## config.mk

```make
export PLATFORM = sky130hd
export DESIGN_NAME = vga_pmod_receiver
export DESIGN_NICKNAME = d
export VERILOG_FILES = /design/src/rtl/vga_pmod_receiver.sv
export SDC_FILE = /design/constraint.sdc
export NUM_CORES = 1
export LEC_CHECK = 0
export BUFFER_PORTS_ARGS = -buffer_cell sky130_fd_sc_hd__buf_2
export CAP_MARGIN = 20
export CORE_MARGIN = 3
export CORE_UTILIZATION = 59
export DETAILED_ROUTE_END_ITERATION = 12
export HOLD_SLACK_MARGIN = 0.08
export PLACE_DENSITY = 0.76
export SLEW_MARGIN = 20
export SYNTH_ARGS = -nofsm -noshare
export SYNTH_HDL_FRONTEND = slang
export SYNTH_SLANG_ARGS = --single-unit
export TNS_END_PERCENT = 30
```

## constraint.sdc

```tcl
create_clock -name clk -period 3.6 [get_ports clk]
set_input_delay 0.36 -clock clk [delete_from_list [all_inputs] [get_ports clk]]
set_output_delay 0.36 -clock clk [all_outputs]
set_load 0.05 [all_outputs]
```

## src/rtl/vga_pmod_receiver.sv

```systemverilog
// TinyVGA PMOD receiver: samples the PMOD bus, unpacks sync/RGB, rebuilds
// raster coordinates from the sync edges, verifies timing and streams active
// pixels together with a per-frame checksum.
module vga_pmod_receiver #(
  parameter int H_ACTIVE = 640,
  parameter int H_SYNC   = 96,
  parameter int H_BACK   = 48,
  parameter int H_TOTAL  = 800,
  parameter int V_ACTIVE = 480,
  parameter int V_SYNC   = 2,
  parameter int V_BACK   = 33,
  parameter int V_TOTAL  = 525
) (
  input  logic        clk,
  input  logic        rst_n,
  input  logic [7:0]  pmod_in,
  output logic        pix_valid,
  output logic [9:0]  pix_x,
  output logic [9:0]  pix_y,
  output logic [5:0]  pix_rgb,
  output logic        locked,
  output logic        frame_done,
  output logic [15:0] frame_sum,
  output logic        err_line,
  output logic        err_frame
);

  localparam int H_START = H_SYNC + H_BACK;
  localparam int H_END   = H_START + H_ACTIVE - 1;
  localparam int V_START = V_SYNC + V_BACK;
  localparam int V_END   = V_START + V_ACTIVE - 1;

  typedef enum logic [1:0] {SEARCH, MEASURE, LOCKED} state_t;

  state_t      state_reg;
  logic [7:0]  in_reg;
  logic [1:0]  prev_sync_reg;   // {hsync, vsync} of the previous sample
  logic [10:0] h_reg;
  logic [9:0]  v_reg;
  logic [5:0]  rgb_reg;
  logic        line_fail_reg;
  logic        done_p_reg;
  logic        err_line_p_reg;
  logic        err_frame_p_reg;
  logic        clr_p_reg;
  logic [15:0] acc_reg;

  logic        hs_fall;
  logic        vs_fall;
  logic [10:0] h_inc;
  logic        h_sat;
  logic        period_bad;
  logic [9:0]  v_inc;
  logic [10:0] frame_lines;
  logic        lines_ok;
  logic        active_now;
  logic [10:0] x_full;

  // Input capture; syncs idle high out of reset so no false edge is seen.
  always_ff @(posedge clk) begin
    if (!rst_n) begin
      in_reg        <= 8'h88;
      prev_sync_reg <= 2'b11;
    end else begin
      in_reg        <= pmod_in;
      prev_sync_reg <= {in_reg[7], in_reg[3]};
    end
  end

  assign hs_fall     = prev_sync_reg[1] & ~in_reg[7];
  assign vs_fall     = prev_sync_reg[0] & ~in_reg[3];
  assign h_inc       = (h_reg == 11'h7FF) ? h_reg : h_reg + 11'd1;
  // Fires once, on the sample where the counter first reaches its ceiling.
  assign h_sat       = !hs_fall && (h_reg == 11'h7FE);
  assign period_bad  = hs_fall && (h_inc != 11'(H_TOTAL));
  assign v_inc       = (v_reg == 10'h3FF) ? v_reg : v_reg + 10'd1;
  assign frame_lines = {1'b0, v_reg} + {10'd0, hs_fall};
  assign lines_ok    = (frame_lines == 11'(V_TOTAL));

  // Raster counters and lock FSM; event pulses staged for the output register.
  always_ff @(posedge clk) begin
    if (!rst_n) begin
      state_reg       <= SEARCH;
      h_reg           <= 11'd0;
      v_reg           <= 10'd0;
      rgb_reg         <= 6'd0;
      line_fail_reg   <= 1'b0;
      done_p_reg      <= 1'b0;
      err_line_p_reg  <= 1'b0;
      err_frame_p_reg <= 1'b0;
      clr_p_reg       <= 1'b0;
    end else begin
      h_reg   <= hs_fall ? 11'd0 : h_inc;
      rgb_reg <= {in_reg[0], in_reg[4], in_reg[1], in_reg[5], in_reg[2], in_reg[6]};
      if (vs_fall) begin
        v_reg <= 10'd0;
      end else if (hs_fall) begin
        v_reg <= v_inc;
      end
      clr_p_reg       <= vs_fall;
      done_p_reg      <= 1'b0;
      err_line_p_reg  <= 1'b0;
      err_frame_p_reg <= 1'b0;
      case (state_reg)
        SEARCH: begin
          if (vs_fall) begin
            state_reg     <= MEASURE;
            line_fail_reg <= 1'b0;
          end
        end
        MEASURE: begin
          if (h_sat) begin
            state_reg      <= SEARCH;
            err_line_p_reg <= 1'b1;
          end else if (vs_fall) begin
            if (!line_fail_reg && !period_bad && lines_ok) begin
              state_reg <= LOCKED;
            end else begin
              err_line_p_reg  <= line_fail_reg | period_bad;
              err_frame_p_reg <= !lines_ok;
            end
            line_fail_reg <= 1'b0;
          end else if (period_bad) begin
            line_fail_reg <= 1'b1;
          end
        end
        LOCKED: begin
          if (h_sat || period_bad) begin
            state_reg      <= SEARCH;
            err_line_p_reg <= 1'b1;
          end else if (vs_fall) begin
            if (!lines_ok) begin
              state_reg       <= MEASURE;
              err_frame_p_reg <= 1'b1;
              line_fail_reg   <= 1'b0;
            end else begin
              done_p_reg <= 1'b1;
            end
          end
        end
        default: state_reg <= SEARCH;
      endcase
    end
  end

  assign active_now = (state_reg == LOCKED) &&
                      (h_reg >= 11'(H_START)) && (h_reg <= 11'(H_END)) &&
                      (v_reg >= 10'(V_START)) && (v_reg <= 10'(V_END));
  assign x_full     = h_reg - 11'(H_START);

  // Output register stage: pixel stream, status, pulses and checksum.
  always_ff @(posedge clk) begin
    if (!rst_n) begin
      pix_valid  <= 1'b0;
      pix_x      <= 10'd0;
      pix_y      <= 10'd0;
      pix_rgb    <= 6'd0;
      locked     <= 1'b0;
      frame_done <= 1'b0;
      frame_sum  <= 16'd0;
      err_line   <= 1'b0;
      err_frame  <= 1'b0;
      acc_reg    <= 16'd0;
    end else begin
      pix_valid  <= active_now;
      locked     <= (state_reg == LOCKED);
      frame_done <= done_p_reg;
      err_line   <= err_line_p_reg;
      err_frame  <= err_frame_p_reg;
      if (active_now) begin
        pix_x   <= x_full[9:0];
        pix_y   <= v_reg - 10'(V_START);
        pix_rgb <= rgb_reg;
      end
      if (clr_p_reg) begin
        // A new frame starts here; hand off the finished sum if it was good.
        if (done_p_reg) begin
          frame_sum <= acc_reg;
        end
        acc_reg <= active_now ? {10'd0, rgb_reg} : 16'd0;
      end else if (active_now) begin
        acc_reg <= acc_reg + {10'd0, rgb_reg};
      end
    end
  end

endmodule

```

# == After elaboration in Yosys (flattened, before gate mapping) ==
# Index checks and enable logic that the tools add are counted.
# word_totals
inputBits,10
wordCells,113
reg_bits,107
# op_classes
n_lt_le_gt_ge,4
reduce_logical,23
bitwise,9
mux,33
n_eq_ne,17
addsub,6
# op_table
cell,count
$mux 16,2
$eq 11x11->1 const B,2
$mux 1,18
$add 16x6->16,1
$ne 3x3->1 const B,5
$mux 2,7
$add 10x1->11,1
$add 11x1->11 const B,1
$eq 11x10->1 const B,1
$ge 11x8->1 const B,1
$le 11x10->1 const B,1
$mux 11,1
$ne 11x10->1 const B,1
$add 10x1->10 const B,1
$eq 10x10->1 const B,1
$ge 10x6->1 const B,1
$le 10x10->1 const B,1
$ne 2x2->1 const B,5
$sub 10x6->10 const B,1
$sub 10x8->10 const B,1
$logic_and 1x1->1,8
$reduce_and 7->1,1
$mux 6,1
$not 1->1,6
other kinds (16),23

# == Depth between registers and ports, before layout ==
# Gate-level depths: netlist of the first run.
# depth
ltp_word,11
mapped_depth,12
ltp_nobuf,11

# == Least setup slack after synthesis of the first run ==
# OpenSTA, ideal clock, no wires.
# synth_timing
kind,register to register
from,register h_reg[0]
to,register state_reg[0]
required_time_ns,3.528
stages_incl_launch_ff,12
setup_slack_ns,0.577
period_less_slack_ns,3.023
path_buffers,2
t_arrival_ns,2.951
cell_sequence,dfxtp_1 ha_1 and4_1 buf_2 and3_4 buf_6 or4_4 xnor2_2 o31ai_4 a31oi_1 or3b_2 mux2i_1
# synth_via
elab_chain_len,9
elab_cells_between_ends,19
# synth_rtl
item,line_no,source
"start, declared",38,logic [10:0] h_reg;
"start signal, assigned",93,h_reg <= hs_fall ? 11'd0 : h_inc;
$add 11x1->11 or $eq 11x11->1 (tied branches),72,assign h_inc = (h_reg == 11'h7FF) ? h_reg : h_reg + 11'd1;
$mux 11,72,
$ne 11x10->1,75,assign period_bad = hs_fall && (h_inc != 11'(H_TOTAL));
$logic_and 1x1->1,75,
$logic_not 1->1,116,if (!line_fail_reg && !period_bad && lines_ok) begin
$logic_and 1x1->1 (2 in a row),116,
$ne 3x3->1 (no source line),n/a,
$reduce_and 5->1 (no source line),n/a,
"end signal, assigned",113,state_reg <= SEARCH;
"end signal, assigned",117,state_reg <= LOCKED;
"end signal, assigned",129,state_reg <= SEARCH;
"end, declared",35,state_t state_reg;
# Parallel ways exist; a longest one is shown, timed or not.
# A chain may end at the register's enable or synchronous reset.

# == Worst setup path after layout of the first run ==
# layout_timing
from,register h_reg[4]
to,register state_reg[0]
# The elaborated chain is that of the path after synthesis.

==> key figures, run 1 <==
Status
  • Status: finished, final reports clean

Logic synthesis
  • Asr flop ratio synth: 0
  • Main synth FF type: dfxtp_1
  • Syn_nets: 626
  • Mapped Area: 5170 µm²
  • Seq/Total Area, Yosys: 0.414
  • Synth Warn #: 0
  • Synth Register Bits: 107
  • Syn Area/Cell: 8.70 µm²
  • Post-synth EDFFs: 0
  • Syn Inst Count: 594
  • Library cells used by synthesis: 61

STA
  • Tcrit/Tclk final: 0.883
  • Fin worst setup slack: 0.421 ns
  • Worst Skew: 0.0104 ns
  • Setup-failing EPs final: 0
  • Worst Tran Pin Value: 0.643 ns
  • Peak Freq: 0.315 GHz
  • Final slew viol count: 0
  • Hold Vio Cnt, Final: 0
  • Setup TNS: 0 ns
  • RSZ-0062 raised after global routing: no
  • Worst slew margin: 0.572
  • Min Tclk post-route: 3.18 ns

Routing
  • Post-route ant nets: 0
  • Vias per cell: 5.62
  • Initial DRC count: 185
  • Via Count: 4152
  • Residual DRC: 0
  • Pre-antenna DRT Iters: 6
  • WL/cell: 14.2 µm
  • Drt total wl: 10.5 mm

CTS
  • Clock transition at path regs: 0.10 ns
  • Clock buffer count from CTS: 9
  • Setup bufs post-CTS: 0
  • H-tree Lvls: 3
  • Hold-fix buffers at CTS: 0
  • Root Driver: clkbuf_8
  • Clock Path Buffers: 2
  • TritonCTS clock tree: done
  • Worst-skew pair later-pin latency: 0.37 ns
  • CTS sink cnt: 107
  • Cts repair resizes: 0

Worst setup path
  • Flop2flop setup slack: 0.42 ns
  • Reg-to-Reg End: state_reg[0]$_SDFFE_PN0P_
  • Crit Path Category: flop to flop
  • CP max-delay cell: or4_4
  • CP max FO: 11
  • Worst Setup SP: h_reg[4]$_SDFF_PP0_
  • CP Cell Sequence: ha_1 > and4_1 > and3_4 > or4_4 > xnor2_2 > o31ai_4 > a31oi_1 > or3b_2 > mux2i_1
  • Crit path largest cell delay: 0.52 ns
  • CP top delay family: simple AND/OR/NAND/NOR gates
  • Critical Path Source Type: flop
  • Setup crit end kind: flop
  • Number of buffer and inverter stages on the critical path: 0
  • Worst r2r src: h_reg[4]$_SDFF_PP0_
  • R2r worst-path depth: 9
  • Worst EP required: 3.90 ns
  • Arrival time worst endpoint: 3.48 ns

Final layout
  • Syn-to-layout area delta: 8.81%
  • Share of layout cells above drive strength 1: 0.151
  • Nets@finish: 661
  • Post-route cell area: 5620 µm²
  • Core Util, Final: 0.674
  • # diodes: 0
  • FILL cells: 698

Global routing
  • Total GRT Usage: 0.217
  • Vias in the first global route: 3861
  • Largest net degree at the start of global routing: 36
  • Initial antenna violation count: 0
  • Grt total ovfl: 0
  • First-pass GRT wire length: 17.9 mm

Floorplan
  • Core footprint: 8340 µm²
  • Die Ht: 99.6 µm
  • FP Rows: 33
  • Die area: 9920 µm²
  • Die span in x: 99.6 µm
  • Initial Utilization: 0.620
  • # IOs: 57

Placement
  • DP Area: 5420 µm²
  • Dpl ws: 0.472 ns
  • GPL Wtd Cong: 0.957
  • Hpwl dp: 7.52 mm
  • IO buf count: 56

Min path
  • Beginning of the worst hold path: pmod_in[7]
  • Hold endpoint: in_reg[7]$_SDFF_PN1_
  • Worst min path class: input pin to flop
  • Hold Path Depth: 2

Power
  • VDD IR max: 0.266 mV
  • P_leak: 2.34 nW
  • Gate power share: 0.083
  • Net Sw Power: 551 µW
  • Reg power frac: 0.566
  • Pint: 1.62 mW
  • Switch share: 0.254
  • Total Power: 2.17 mW
  • Clk pwr share: 0.351
  • PD cells: 385 nW/µm²

Flow run
  • Maxcap violations: 0
[worst reg2reg max path, delay by kind of cell (launching register included)]
| kind | cells | cell delay (ns) |
|---|---|---|
| simple gates | 4 | 1.50 |
| compound gates | 2 | 0.58 |
| flops | 1 | 0.43 |
| fa+ha+maj | 1 | 0.30 |
| xor+xnor | 1 | 0.17 |
| mux | 1 | 0.13 |
[cells in the mapped netlist (all sizes together), types with 4 or more instances]
cell type  count  area, µm²
and3           9       62.6
nand2b         9       56.3
nand4          5       37.5
a31oi          7       43.8
a211oi         4       30.0
clkbuf        22       82.6
nand3         20        105
and2          25        156
nand2         99        372
ha            21        263
nor3          13       75.1
a21boi        33        248
xor2          10       87.6
o21ai         19       98.9
xnor2         25        226
nor2b          9       56.3
a21oi         20        100
nor2          42        158
buf           17        131
or3            9       61.3
dfxtp        107       2140
o211a          9       90.1
mux2i          4       40.0
inv           17       63.8
[logic make-up (layout without fill, tap and decap cells)]
family,count (synthesis),in the layout,share of synthesized area
simple gates,253,253,0.244
compound gates,117,117,0.165
flops,107,107,0.414
buf+inv,56,96,0.0537
xor+xnor,35,35,0.0608
fa+ha+maj,22,22,0.0547
mux,4,4,0.00775
[final cells by class]
class / count / area, µm² / area share
Sequential cell: 107 / 2140 / 0.381
Tap cell: 105 / 131 / 0.0234
Multi-Input combinational cell: 431 / 2750 / 0.489
Clock inverter: 7 / 81.3 / 0.0145
Timing Repair Buffer: 63 / 333 / 0.0592
Inverter: 17 / 63.8 / 0.0113
Clock buffer: 9 / 124 / 0.0220
[cell usage in the layout, fill, tap and decap left out, types with 3 or more instances in the layout]
cell / netlist / layout
a211oi_1: 4 / 4
a21boi_0: 28 / 28
a21boi_1: 5 / 5
a21oi_1: 20 / 20
a31oi_1: 7 / 7
and2_1: 24 / 24
and3_1: 7 / 7
and4_1: 3 / 3
buf_2: 6 / 56
buf_4: 4 / 7
clkbuf_8: 0 / 9
dfxtp_1: 107 / 107
ha_1: 21 / 21
inv_1: 17 / 17
inv_6: 0 / 3
mux2i_1: 4 / 4
nand2_1: 99 / 99
nand2b_1: 9 / 9
nand3_1: 19 / 19
nand4_1: 4 / 4
nor2_1: 42 / 42
nor2b_1: 9 / 9
nor3_1: 11 / 11
o211a_1: 9 / 9
o211ai_1: 3 / 3
o21ai_0: 18 / 18
o31a_1: 3 / 3
or3_1: 8 / 8
xnor2_1: 24 / 24
xor2_1: 10 / 10
[power by group through the flow]
stage / registers, mW / clock network [mW] / logic (mW)
floorplan: 1.25 / 0 / 0.140
global placement: 1.25 / 0 / 0.174
detailed placement: 1.25 / 0 / 0.177
CTS: 1.23 / 0.781 / 0.178
global route: 1.23 / 0.810 / 0.203
finish: 1.23 / 0.761 / 0.181
[metrics by stage]
stage          hold WS [ns]  cells
2_1_floorplan         0.412    594
3_3_place_gp          0.417    723
3_5_place_dp          0.421    723
4_1_cts               0.145    739
5_1_grt               0.158    739
6_report              0.164    739
[worst max path at each step]
| stage | to | slack [ns] | cells after the start |
|---|---|---|---|
| finish | state_reg[0]$_SDFFE_PN0P_ | 0.42 | 9 |
| CTS | state_reg[0]$_SDFFE_PN0P_ | 0.44 | 9 |
| detailed placement | state_reg[0]$_SDFFE_PN0P_ | 0.47 | 9 |
| global route | state_reg[0]$_SDFFE_PN0P_ | 0.26 | 9 |
| floorplan | state_reg[0]$_SDFFE_PN0P_ | 0.58 | 11 |
| global placement | state_reg[0]$_SDFFE_PN0P_ | 0.57 | 9 |
[metal layers]
layer  wire [µm]  global-route usage
met3         524              0.0400
met1        5080               0.300
met5           0                   0
met2        4750               0.347
met4         123              0.0683
(Power assumes the default switching activity.)
==> run 2: changes to the inputs <==
PLACE_DENSITY = 0.8   (was 0.76)
==> run 2 against run 1 <==
- fmax up 1.1%
- total power rose by 0.68%
- utilization increased by 0.11 points
- global-route usage up 0.32 points
- hold slack got worse by 0.018 ns
- critical path depth did not move
- die area did not move
- clock skew is 0.0034 ns higher
- register-to-register slack gained 0.04 ns
- critical endpoint unchanged
- combinational power is 3% higher
- highest routed layer unchanged
- final area rose by 0.16%
- routed wire length is essentially flat
==> key figures, run 2 (synthesis gave the netlist of run 1 again) <==
Status
  • Status: finished, final reports clean (unchanged)

CTS
  • TritonCTS clock tree: done (unchanged)
  • Setup bufs post-CTS: 0 (unchanged)
  • Worst-skew pair later-pin latency: 0.39 ns (was 0.37 ns)
  • Hold-fix buffers at CTS: 0 (unchanged)
  • CTS sink cnt: 107 (unchanged)
  • Cts repair resizes: 0 (unchanged)
  • Clock buffer count from CTS: 9 (unchanged)
  • H-tree Lvls: 3 (unchanged)
  • Clock Path Buffers: 2 (unchanged)
  • Clock transition at path regs: 0.11 ns (was 0.10 ns)
  • Root Driver: clkbuf_8 (unchanged)

Worst setup path
  • Worst r2r src: h_reg[4]$_SDFF_PP0_ (unchanged)
  • Critical Path Source Type: flop (unchanged)
  • CP max FO: 11 (unchanged)
  • Arrival time worst endpoint: 3.46 ns (was 3.48 ns)
  • Worst EP required: 3.92 ns (was 3.90 ns)
  • Worst Setup SP: h_reg[4]$_SDFF_PP0_ (unchanged)
  • Crit Path Category: flop to flop (unchanged)
  • Setup crit end kind: flop (unchanged)

STA
  • Peak Freq: 0.318 GHz (was 0.315 GHz)
  • Worst Skew: 0.0138 ns (was 0.0104 ns)
  • Worst slew margin: 0.595 (was 0.572)
  • Fin worst setup slack: 0.457 ns (was 0.421 ns)
  • Tcrit/Tclk final: 0.873 (was 0.883)
  • Setup TNS: 0 ns (unchanged)
  • RSZ-0062 raised after global routing: no (unchanged)
  • Hold Vio Cnt, Final: 0 (unchanged)
  • Setup-failing EPs final: 0 (unchanged)
  • Min Tclk post-route: 3.14 ns (was 3.18 ns)
  • Final slew viol count: 0 (unchanged)
  • Worst Tran Pin Value: 0.608 ns (was 0.643 ns)

Final layout
  • Commonest non-fill, non-tap cell in the layout: dfxtp_1 (unchanged)
  • Most frequent cells in the layout: dfxtp_1, nand2_1, buf_2, nor2_1, a21boi_0 (unchanged)
  • Share of layout cells above drive strength 1: 0.153 (was 0.151)
  • FILL cells: 706 (was 698)
  • Core Util, Final: 0.675 (was 0.674)
  • # diodes: 0 (unchanged)
  • Nets@finish: 662 (was 661)
  • Post-route cell area: 5630 µm² (was 5620 µm²)
  • Syn-to-layout area delta: 8.98% (was 8.81%)

Power
  • P_leak: 2.34 nW (about the same)
  • VDD IR max: 0.225 mV (was 0.266 mV)
  • PD cells: 387 nW/µm² (was 385 nW/µm²)

Routing
  • Post-route ant nets: 0 (unchanged)
  • Pre-antenna DRT Iters: 5 (was 6)
  • Initial DRC count: 155 (was 185)
  • Drt total wl: 10.5 mm (about the same)
  • Via Count: 4136 (was 4152)
  • WL/cell: 14.2 µm (about the same)
  • Vias per cell: 5.59 (was 5.62)
  • Residual DRC: 0 (unchanged)

Global routing
  • Largest net degree at the start of global routing: 47 (was 36)
  • First-pass GRT wire length: 18.0 mm (was 17.9 mm)
  • Grt total ovfl: 0 (unchanged)
  • Vias in the first global route: 3941 (was 3861)
  • Total GRT Usage: 0.221 (was 0.217)
  • Initial antenna violation count: 0 (unchanged)

Placement
  • Hpwl dp: 7.50 mm (was 7.52 mm)
  • GPL Wtd Cong: 0.929 (was 0.957)
  • IO buf count: 56 (unchanged)
  • DP Area: 5430 µm² (was 5420 µm²)
  • Dpl ws: 0.499 ns (was 0.472 ns)

Floorplan
  • Die area: 9920 µm² (unchanged)
  • # IOs: 57 (unchanged)
  • Core footprint: 8340 µm² (unchanged)
  • FP Rows: 33 (unchanged)
  • Initial Utilization: 0.620 (unchanged)
  • Die Ht: 99.6 µm (unchanged)
  • Die span in x: 99.6 µm (unchanged)

Min path
  • Beginning of the worst hold path: pmod_in[7] (unchanged)
  • Worst min path class: input pin to flop (unchanged)

Flow run
  • Maxcap violations: 0 (unchanged)
## run 2: cell types whose count changed in the layout (fill, tap and decap cells not counted)
cell / delta
buf_4: +1
inv_8: +1
clkinvlp_4: +1
inv_6: -2
## run 2: cell type report
type | count | area, µm² | share of cell area
multi-input cells | 431 | 2750 | 0.488
flip-flops and latches | 107 | 2140 | 0.380
repair buffers | 64 | 340 | 0.0604
well taps | 105 | 131 | 0.0233
clock buffers | 9 | 124 | 0.0220
clock inverters | 7 | 82.6 | 0.0147
inverters | 17 | 63.8 | 0.0113
## run 2: critical path, cell delays in order (launching register included)
cell,delay (ns)
dfxtp_1,0.43
ha_1,0.29
and4_1,0.27
and3_4,0.23
or4_4,0.52
xnor2_2,0.17
o31ai_4,0.40
a31oi_1,0.19
or3b_2,0.46
mux2i_1,0.13
## run 2: where the power goes
| group | internal, mW | total, mW | switching, mW |
|---|---|---|---|
| combinational | 0.0799 | 0.186 | 0.106 |
| sequential | 1.20 | 1.22 | 0.0206 |
| clock | 0.334 | 0.772 | 0.438 |
## run 2: final timing paths
check | end | slack (ns) | depth (start not counted)
worst max register to register | state_reg[0]$_SDFFE_PN0P_ | 0.46 | 9
worst min register to register | err_line$_SDFF_PN0_ | 0.45 | 1
worst max-delay path | state_reg[0]$_SDFFE_PN0P_ | 0.46 | 9
worst min-delay path | in_reg[7]$_SDFF_PN1_ | 0.15 | 2
## run 2: layer usage
metal | GRT usage | wire, µm | up-vias
met5 | 0 | 0 | -
met4 | 0.0714 | 131 | 0
met3 | 0.0393 | 479 | 14
met2 | 0.362 | 4910 | 85
met1 | 0.295 | 4950 | 1954
li1 | - | - | 2083
## run 2: per-stage QoR
stage	hold slack [ns]	total power, mW	std cells
2_1_floorplan	0.412	1.39	594
3_3_place_gp	0.420	1.43	724
3_5_place_dp	0.421	1.43	724
4_1_cts	0.146	2.19	740
5_1_grt	0.148	2.27	740
6_report	0.146	2.18	740
